===== src/rtl/layer_blit_scheduler.sv =====
// Per-frame layer compositor: walks layers 0..NUM_LAYERS-1, issues one blit per layer, then requests a swap.
// Optional blit_done watchdog enabled by defining BLIT_TIMEOUT_EN.
module layer_blit_scheduler #(
    parameter int NUM_LAYERS     = 14,
    parameter int SETTLE_CYCLES  = 2,
    parameter int TIMEOUT_CYCLES = 1_000_000
) (
    input  logic        i_clk,
    input  logic        i_reset,
    input  logic        i_frame_start,
    output logic [31:0] o_layer,
    input  logic [9:0]  i_vram_inicio_X,
    input  logic [9:0]  i_vram_inicio_Y,
    input  logic [9:0]  i_vram_final_X,
    input  logic [9:0]  i_vram_final_Y,
    input  logic [9:0]  i_FB_X,
    input  logic [9:0]  i_FB_Y,
    output logic        o_blit_valid,
    input  logic        i_blit_ready,
    output logic [9:0]  o_blit_src_x,
    output logic [9:0]  o_blit_src_y,
    output logic [10:0] o_blit_w,
    output logic [10:0] o_blit_h,
    output logic [9:0]  o_blit_dst_x,
    output logic [9:0]  o_blit_dst_y,
    input  logic        i_blit_done,
    output logic        o_swap_req,
    input  logic        i_swap_ack,
    output logic        o_busy,
    output logic        o_frame_done,
    output logic        o_frame_overrun,
    output logic        o_blit_error
);
    if (NUM_LAYERS < 1 || SETTLE_CYCLES < 1 || SETTLE_CYCLES > 15 ||
        TIMEOUT_CYCLES < 2 || TIMEOUT_CYCLES > 1048576) begin : g_bad_cfg
        $error("layer_blit_scheduler: parameter out of range");
    end

    typedef enum logic [2:0] {S_IDLE, S_SELECT, S_ISSUE, S_WAIT_DONE, S_NEXT, S_SWAP} state_t;

    localparam logic [31:0] LAST_LAYER  = 32'(NUM_LAYERS - 1);
    localparam logic [3:0]  SETTLE_LAST = 4'(SETTLE_CYCLES - 1);

    state_t      r_state;
    logic [3:0]  r_settle;
    logic [31:0] r_layer;
    logic        r_blit_valid;
    logic [9:0]  r_src_x, r_src_y, r_dst_x, r_dst_y;
    logic [10:0] r_w, r_h;
    logic        r_swap_req, r_busy, r_frame_done, r_overrun;

    // Inclusive end coordinates; widen to 11 bits so a full 1024-pixel span fits.
    logic        w_degenerate;
    logic [10:0] w_width, w_height;
    assign w_degenerate = (i_vram_final_X < i_vram_inicio_X) || (i_vram_final_Y < i_vram_inicio_Y);
    assign w_width      = {1'b0, i_vram_final_X} - {1'b0, i_vram_inicio_X} + 11'd1;
    assign w_height     = {1'b0, i_vram_final_Y} - {1'b0, i_vram_inicio_Y} + 11'd1;

`ifdef BLIT_TIMEOUT_EN
    localparam logic [19:0] TIMEOUT_LAST = 20'(TIMEOUT_CYCLES - 1);
    logic [19:0] r_wd_cnt;
    logic        r_blit_error;
`endif

    always_ff @(posedge i_clk or negedge i_reset) begin
        if (!i_reset) begin
            r_state      <= S_IDLE;
            r_settle     <= '0;
            r_layer      <= '0;
            r_blit_valid <= 1'b0;
            r_src_x      <= '0;
            r_src_y      <= '0;
            r_dst_x      <= '0;
            r_dst_y      <= '0;
            r_w          <= '0;
            r_h          <= '0;
            r_swap_req   <= 1'b0;
            r_busy       <= 1'b0;
            r_frame_done <= 1'b0;
            r_overrun    <= 1'b0;
`ifdef BLIT_TIMEOUT_EN
            r_wd_cnt     <= '0;
            r_blit_error <= 1'b0;
`endif
        end else begin
            r_frame_done <= 1'b0;
            // The swap_ack cycle is still SWAP, so a coincident frame_start is an overrun too.
            r_overrun    <= i_frame_start && (r_state != S_IDLE);
            case (r_state)
                S_IDLE: begin
                    if (i_frame_start) begin
                        r_layer  <= '0;
                        r_settle <= '0;
                        r_busy   <= 1'b1;
                        r_state  <= S_SELECT;
                    end
                end
                S_SELECT: begin
                    if (r_settle == SETTLE_LAST) begin
                        r_src_x <= i_vram_inicio_X;
                        r_src_y <= i_vram_inicio_Y;
                        r_dst_x <= i_FB_X;
                        r_dst_y <= i_FB_Y;
                        r_w     <= w_width;
                        r_h     <= w_height;
                        if (w_degenerate) begin
                            r_state <= S_NEXT;
                        end else begin
                            r_blit_valid <= 1'b1;
                            r_state      <= S_ISSUE;
                        end
                    end else begin
                        r_settle <= r_settle + 4'd1;
                    end
                end
                S_ISSUE: begin
                    if (i_blit_ready) begin
                        r_blit_valid <= 1'b0;
                        r_state      <= S_WAIT_DONE;
`ifdef BLIT_TIMEOUT_EN
                        r_wd_cnt     <= '0;
`endif
                    end
                end
                S_WAIT_DONE: begin
                    if (i_blit_done) begin
                        r_state <= S_NEXT;
`ifdef BLIT_TIMEOUT_EN
                    end else if (r_wd_cnt == TIMEOUT_LAST) begin
                        r_blit_error <= 1'b1;
                        r_state      <= S_NEXT;
                    end else begin
                        r_wd_cnt <= r_wd_cnt + 20'd1;
`endif
                    end
                end
                S_NEXT: begin
                    if (r_layer == LAST_LAYER) begin
                        r_swap_req <= 1'b1;
                        r_state    <= S_SWAP;
                    end else begin
                        r_layer  <= r_layer + 32'd1;
                        r_settle <= '0;
                        r_state  <= S_SELECT;
                    end
                end
                S_SWAP: begin
                    if (i_swap_ack) begin
                        r_swap_req   <= 1'b0;
                        r_frame_done <= 1'b1;
                        r_layer      <= '0;
                        r_busy       <= 1'b0;
                        r_state      <= S_IDLE;
                    end
                end
                default: r_state <= S_IDLE;
            endcase
        end
    end

    assign o_layer         = r_layer;
    assign o_blit_valid    = r_blit_valid;
    assign o_blit_src_x    = r_src_x;
    assign o_blit_src_y    = r_src_y;
    assign o_blit_w        = r_w;
    assign o_blit_h        = r_h;
    assign o_blit_dst_x    = r_dst_x;
    assign o_blit_dst_y    = r_dst_y;
    assign o_swap_req      = r_swap_req;
    assign o_busy          = r_busy;
    assign o_frame_done    = r_frame_done;
    assign o_frame_overrun = r_overrun;
`ifdef BLIT_TIMEOUT_EN
    assign o_blit_error    = r_blit_error;
`else
    assign o_blit_error    = 1'b0;
`endif
endmodule

===== config.mk =====
export PLATFORM = sky130hd
export DESIGN_NAME = layer_blit_scheduler
export DESIGN_NICKNAME = d
export VERILOG_FILES = /design/src/rtl/layer_blit_scheduler.sv
export SDC_FILE = /design/constraint.sdc
export NUM_CORES = 1
export LEC_CHECK = 0
export CORE_UTILIZATION = 35
export DETAILED_ROUTE_END_ITERATION = 8
export PLACE_DENSITY = 0.61
export SETUP_SLACK_MARGIN = 0.02
export SLEW_MARGIN = 10
export SYNTH_ARGS = -nofsm -noshare
export SYNTH_HDL_FRONTEND = slang
export SYNTH_SLANG_ARGS = --single-unit
export TNS_END_PERCENT = 20

===== constraint.sdc =====
create_clock -name i_clk -period 3.15 [get_ports i_clk]
set_input_delay 0.63 -clock i_clk [delete_from_list [all_inputs] [get_ports i_clk]]
set_output_delay 0.63 -clock i_clk [all_outputs]
set_load 0.02 [all_outputs]

Word level (Yosys, flattened, before mapping):

Index checks and enable logic that the tools add are counted.

* add/sub/neg operators: 6
* magnitude comparators: 2
* eq/ne operators: 16
* multiplexer cells: 27
* reductions and logical operators: 16

Operators by type and width (count)
* two-way mux 32 bit: 3
* case mux 32 bit (3 select lines): 1
* adder 32 x 1 -> 32 bit (second input constant): 1
* equality test 32 x 4 -> 1 bit (second input constant): 1
* adder 11 x 1 -> 11 bit (second input constant): 2
* subtractor 10 x 10 -> 11 bit: 2
* two-way mux 3 bit: 7
* < comparator 10 bit: 2
* inequality test 2 bit (second input constant): 9
* case mux 3 bit (6 select lines): 1
* two-way mux 4 bit: 3
* case mux 4 bit (3 select lines): 1
* AND reduction 4 bit: 3
* nonzero test 3 bit: 3
* two-way mux 1 bit: 8
* equality test 3 x 2 -> 1 bit (second input constant): 2
* equality test 3 bit (second input constant): 2
* case mux 1 bit (2 select lines): 3
* AND reduction 3 bit: 2
* nonzero test 2 bit: 3
* AND reduction 5 bit: 1
* adder 4 x 1 -> 4 bit (second input constant): 1
* equality test 4 x 1 -> 1 bit (second input constant): 1
* equality test 3 x 1 -> 1 bit (second input constant): 1
* 4 further kinds: 4

* flip-flop bits (word level): 106
* input bits: 66
* word-level logic and storage cells: 81

Longest topological paths before layout:

* depth after elaboration: 5
* depth in mapped cells: 11

Worst setup path before layout:

Ideal clock, no wire load.

* kind: input to register
* from: input i_vram_inicio_Y[1]
* to: register r_h[9], in the netlist o_blit_h[9]
* arrival time: 2.506 ns
* data required time: 3.017 ns
* setup slack: 0.511 ns
* cell stages on the path: 11
* path buffers: 0
* path through: inv_1 ha_1 inv_1 ha_1 fa_1 nor2b_1 o21ai_0 a21oi_1 o41ai_1 xnor2_1 o21ai_0

* word-level cells in the longest chain between the ends: 2

RTL lines
* start: declaration: RTL line 13 `input logic [9:0] i_vram_inicio_Y,`
* subtractor 10 x 10 -> 11 bit: RTL line 57 `assign w_height = {1'b0, i_vram_final_Y} - {1'b0, i_vram_inicio_Y} + 11'd1;`
* adder 11 x 1 -> 11 bit: RTL line 57
* end signal: assignment: RTL line 105 `r_h <= w_height;`
* end: declaration: RTL line 49 `logic [10:0] r_w, r_h;`

No other way between the ends.
A chain may end at the register's enable or synchronous reset.

Worst setup path in the final report:

Ends and elaborated chain as after synthesis.

==> metrics.txt <==
worst path cell trace clkdlybuf4s50_1 > inv_1 > ha_1 > inv_1 > ha_1 > fa_1 > nor2b_1 > o21ai_0 > a21oi_1 > o41ai_2 > xnor2_1 > o21ai_0; CP Launch Point i_vram_inicio_Y[1]; dominant cell by count in the synthesized netlist nand2_1; Worst-Margin Slew 0.672 ns; max cap viols 0; Routability Congestion 0.869; max-slew violation count 0; share of layout cells above drive strength 1 4.69%; Mapped Area 6000 um^2; buffer depth of the longest clock path 2; Synth-to-Final Area Change 37.4%; initial antenna violation count 1; via count 5180; Num Clock Sinks 106; peak supply drop 0.414 mV; delay-heaviest family, CP adder cells; CTS tree yes; Die Span Y between 100 and 150 um; reg-to-reg startpoint r_state[1]$_DFFE_PN0P_; DP HPWL 11.6 mm; IO Port Bufs 164; crit path max-delay cell type clkdlybuf4s50_1; Cell Rows 47; CTS root buf clkbuf_16; crit share post-route just over 90%; Setup WS pre-CTS -0.193 ns; crit-path max cell delay 0.48 ns; top post-synthesis cells by area dfrtp_1 44%, ha_1 9.6%, nand2_1 8.7%; FFs w/ async S/R, synth 100%; Layout Nets 948; largest net degree at the start of global routing 61; CTS HTree Levels 3; first-pass GRT wire length 25.6 mm; RSZ-0062 raised after global routing no; Worst Setup Path Type in -> reg; total track usage 18.2%; Final Hold Viols 0; PwrDens approximately 780 nW/um^2; final hold slack 0.301 ns; post-route minimum period 2.91 ns; DRC violations left 0; Buffers & Inverters on Critical Path 3; HP Class in -> async; synth cell count leaders 139 x nand2_1, 106 x dfrtp_1, 52 x o21ai_0; Synth top area share 44.2%; EDFF count, synth 0; top_reg_cell synth dfrtp_1; Clock Skew about 0.017 ns; Setup violations, final 0; Rel. slew slack roughly 55%; Mapped Cells 663; clk_lat worst skew 0.37 ns; Num CTS Buffers 9; CP endpoint kind register; GR Overflow Total 0; die area 17700 um^2; hold buffer count at CTS 0; vias in the first global route about 5200; CTS clk-pin slew, worst paths ~0.07 ns; CP Max Fanout 2; Setup WS post-layout ~0.24 ns; I/O Pins 166; core box area approximately 17000 um^2; YS warnings 0; Vias/cell 4.92; Starting Density approximately 36%; Routed Antenna Nets 0; top cell type by total area after synthesis dfrtp_1; status completed; Initial DRC Count 264; count of cell types in the netlist 53; synthesized area per cell 9.05 um^2; DRT Pass-1 Iters 4; post-synthesis register bit count between 100 and 150; leakage power around 3.8 nW; Startpoint Class primary input; post-CTS setup buffers 0; Routed WL per cell 14.6 um; Net Count, Synth between 700 and 800; total wire length 15.4 mm; CP arrival around 3.1 ns; Die W 133 um; fmax 344 MHz; WP data required 3.36 ns; post-synthesis sequential area ratio 44.2%
stage by stage:
step | power (mW) | util, % | cells | area (um^2) | TNS [ns]
finish | 6.40 | 49.5 | 1052 | 8240 | 0
global route | 6.88 | 49.5 | 1051 | 8240 | 0
CTS | 6.49 | 49.5 | 1051 | 8230 | 0
detailed placement | 5.31 | 47.7 | 1035 | 7930 | -0.198
global placement | 5.24 | 47.7 | 1035 | 7930 | -0.128
floorplan | 3.89 | - | 663 | 6000 | 0
report_power, final:
| part | total (mW) | switching (mW) | internal [mW] |
|---|---|---|---|
| Clock | 1.14 | 0.566 | 0.576 |
| Combinational | 3.07 | 1.72 | 1.35 |
| Sequential | 2.19 | 0.351 | 1.84 |
| Total | 6.40 | 2.64 | 3.77 |
registers in the layout, indices dropped and copies added, names as in the netlist:
register / cells
o_blit_h: 11
o_blit_dst_y: 10
o_blit_valid: 1
o_frame_done: 1
o_blit_dst_x: 10
r_state: 3
o_blit_w: 11
o_blit_src_y: 10
o_swap_req: 1
r_settle: 4
o_busy: 1
o_frame_overrun: 1
o_layer: 32
o_blit_src_x: 10
placed cells by master, fill, tap and decap left out, types with 3 or more instances in the layout:
cell and instances:
and2_1 4, o21ai_0 52, inv_6 3, dfrtp_1 106, fa_1 10, o31ai_1 3
nand4_1 13, inv_1 51, nand3_1 12, nor2_1 50, a31oi_1 4, clkbuf_16 9
and3_1 4, buf_4 11, nor3_1 10, nor4_1 5, and4_1 6, or3_1 8
clkdlybuf4s50_1 163, xnor2_1 12, o21bai_1 3, nand2_1 139, nor2b_1 8, o22ai_1 3
ha_1 46, or2_2 3, o2bb2ai_1 3, xor2_1 22, a21oi_1 20, o41ai_1 3
nand2b_1 7
routing by layer:
layer / GRT usage [%] / vias to the layer above / part of all wire, %
met3: 6.55 / 15 / 8.0
met4: 4.85 / 0 / 1.0
li1: - / 2549 / -
met2: 29.3 / 145 / 47
met1: 22.9 / 2471 / 44
met5: 0 / - / 0
final cells by class:
type                       instances  area [um^2]
clock inverter                     6         58.8
multi-input combinational        483         3090
timing repair buffer             175         1730
tap                              220          275
clock buffer                      10          239
sequential                       106         2650
fill                            1554         8400
antenna                            1         2.50
inverter                          51          191
kinds of logic after synthesis:
kind of cell	Yosys count	synth area share (%)
xor+xnor	34	4.96
compound gates	110	11.3
flops	106	44.2
mux	3	0.542
simple gates	279	21.3
other cells	1	0.0625
buf+inv	74	4.71
fa+ha+maj	56	12.9
repair_timing:
action | in CTS | in global routing
gates resized for setup | 0 | 1
endpoints found under the setup margin | 0 | 1
hold endpoints to repair | 0 | 0
worst paths after layout:
kind	to	slack, ns	cells past startpoint
worst max register to register	o_blit_src_y[4]$_DFFE_PN0P_	0.74	6
worst min-delay path	o_blit_src_y[7]$_DFFE_PN0P_	0.30	1
max in group asynchronous	o_layer[3]$_DFFE_PN0P_	2.10	2
worst max-delay path	o_blit_h[9]$_DFFE_PN0P_	0.24	12
min in group i_clk	o_blit_dst_y[5]$_DFFE_PN0P_	0.48	2
worst min register to register	o_blit_dst_y[5]$_DFFE_PN0P_	0.48	2
Power figures use the tool's default switching activity.
==> edit: new RTL, same settings <==
Build with the macro `BLIT_TIMEOUT_EN` defined.
--- a/src/rtl/layer_blit_scheduler.sv
+++ b/src/rtl/layer_blit_scheduler.sv
@@ -1,5 +1,7 @@
 // Per-frame layer compositor: walks layers 0..NUM_LAYERS-1, issues one blit per layer, then requests a swap.
 // Optional blit_done watchdog enabled by defining BLIT_TIMEOUT_EN.
+`define BLIT_TIMEOUT_EN
+
 module layer_blit_scheduler #(
     parameter int NUM_LAYERS     = 14,
     parameter int SETTLE_CYCLES  = 2,
Behaviour: same outputs for any inputs over 4 cycles, from zero or initial values and one cycle with i_reset low; that may be too few to reach the edited logic, so the function may still have changed.
==> edit against the unedited design <==
  * Global-route usage is 1.1 points lower
  * Routed wire length is 12% higher
  * Critical path type unchanged
  * Design area rose by 17%
  * Cell count is 11% higher
  * Worst setup slack better by 0.079 ns
  * Critical path depth unchanged
  * First-iteration DRC count decreased by 17%
  * Synthesized area is 18% higher
  * Power increased by 19%
  * Critical endpoint is now o_blit_w[7]
  * Sequential cell count increased by 21
==> edit: results (changes against the unedited design) <==
status finished, final reports clean (unchanged); HPWL Detailed 12,310 um (was 11,650 um); Worst-path clk slew 0.06 ns; # H-tree levels 4 (was 3); final net count 1,010 (was 948); Worst-Skew Late Latency 0.42 ns (was 0.37 ns); worst-path maximum fanout 3 (was 2); final WL 17,250 um (was 15,400 um); buffers added on ports 165 (was 164); diode count 0 (was 1); min cycle time layout 2.828 ns (was 2.907 ns); sequential-to-total area share from yosys stat 44.84% (was 44.21%); Max-slew headroom 51.18% (was 55.21%); Clock Skews 0.008437 ns (was 0.01682 ns); top cells by area, synth dfrtp_1, ha_1, xor2_1, mux2_2, o21ai_0 (was dfrtp_1, ha_1, nand2_1, o21ai_0, fa_1); worst vdd ir 0.4019 mV (was 0.4144 mV); biggest cell delay along the critical path 0.48 ns (about the same); violation count after the first detailed-route iteration 218 (was 264); Arrival @ worst endpoint 3.11 ns (was 3.12 ns); layout cells sized above 1 9.778% (was 4.693%); Hold Slack 0.2121 ns (was 0.3014 ns); first-pass GRT wire length 27,580 um (was 25,620 um); placed cell area 9070 sq um (was 7933 sq um); Lkg Pwr 0.004283 uW (was 0.003782 uW); vias in the first global route 5,449 (was 5,164); Overall Global Routing Usage 17.07% (was 18.16%); Fillers 1,876 (was 1,554); GP Congestion 0.8374 (was 0.8693); Placed Instances 1,133 (was 1,035); Place WS -0.07505 ns (was -0.1928 ns); syn nets 839 (was 785); syn avg cell area 9.900 sq um (was 9.049 sq um); WL per Instance 14.81 um (was 14.63 um); via count 5,624 (was 5,180); Synth top cells by count dfrtp_1, nor2_1, o21ai_0 (was nand2_1, dfrtp_1, o21ai_0); antenna violations before repair 0 (was 1); Synth cell types 60 (was 53)
## edit: cell count changes after synthesis, sizes merged, moves of 5 or more
cell / unedited run / this run
clkbuf: 21 / 9
a21oi: 20 / 14
mux2: 2 / 28
a211oi: 2 / 7
dfrtp: 106 / 127
o21ai: 52 / 62
and3: 4 / 9
buf: 2 / 19
nand4: 13 / 22
nand3: 14 / 28
nor2: 51 / 71
xor2: 22 / 46
nand2: 139 / 59
## edit: final timing paths
| check | from | to | cells after the start |
|---|---|---|---|
| hold / removal | i_reset | o_blit_src_y[5] | 1 |
| hold reg to reg | o_blit_src_x[3] | o_blit_src_x[3] | 2 |
| max in group asynchronous | i_reset | o_blit_w[6] | 2 |
| setup / recovery | i_vram_inicio_X[1] | o_blit_w[7] | 12 |
| min in group i_clk | o_blit_src_x[3] | o_blit_src_x[3] | 2 |
| setup reg to reg | r_state[2] | o_blit_w[9] | 7 |
## edit: cells by family after synthesis
logic type	count (synthesis)	synth area share [%]
and+or+nand+nor	249	17.71
muxes	29	4.590
DFF	127	44.84
adders and majority gates	57	11.12
AOI/OAI and AO/OA	119	10.22
buffers and inverters	80	4.731
xor gates and xnor gates	55	6.796
## edit: per-layer routing
layer	global-route usage (%)	part of all wire [%]	vias up
met5	0	0	-
met4	5.651	1.0	0
met3	3.477	4.2	16
met2	27.25	47	120
met1	23.01	48	2686
li1	-	-	2802
## edit: area by class of cell
class	instances	area (sq um)	area share, %
multi-input combinational	509	3575	37.00
sequential	127	3178	32.89
timing repair buffer	180	1790	18.53
clock buffer	19	452.9	4.688
tap	265	331.6	3.432
inverter	52	195.2	2.020
clock inverter	13	138.9	1.437
## edit: where the power goes
part	switching [uW]	leakage, uW	internal (uW)
clock network	764	0.000289	1210
registers	315	0.00164	2130
logic	1690	0.00236	1490
total	2770	0.00428	4830
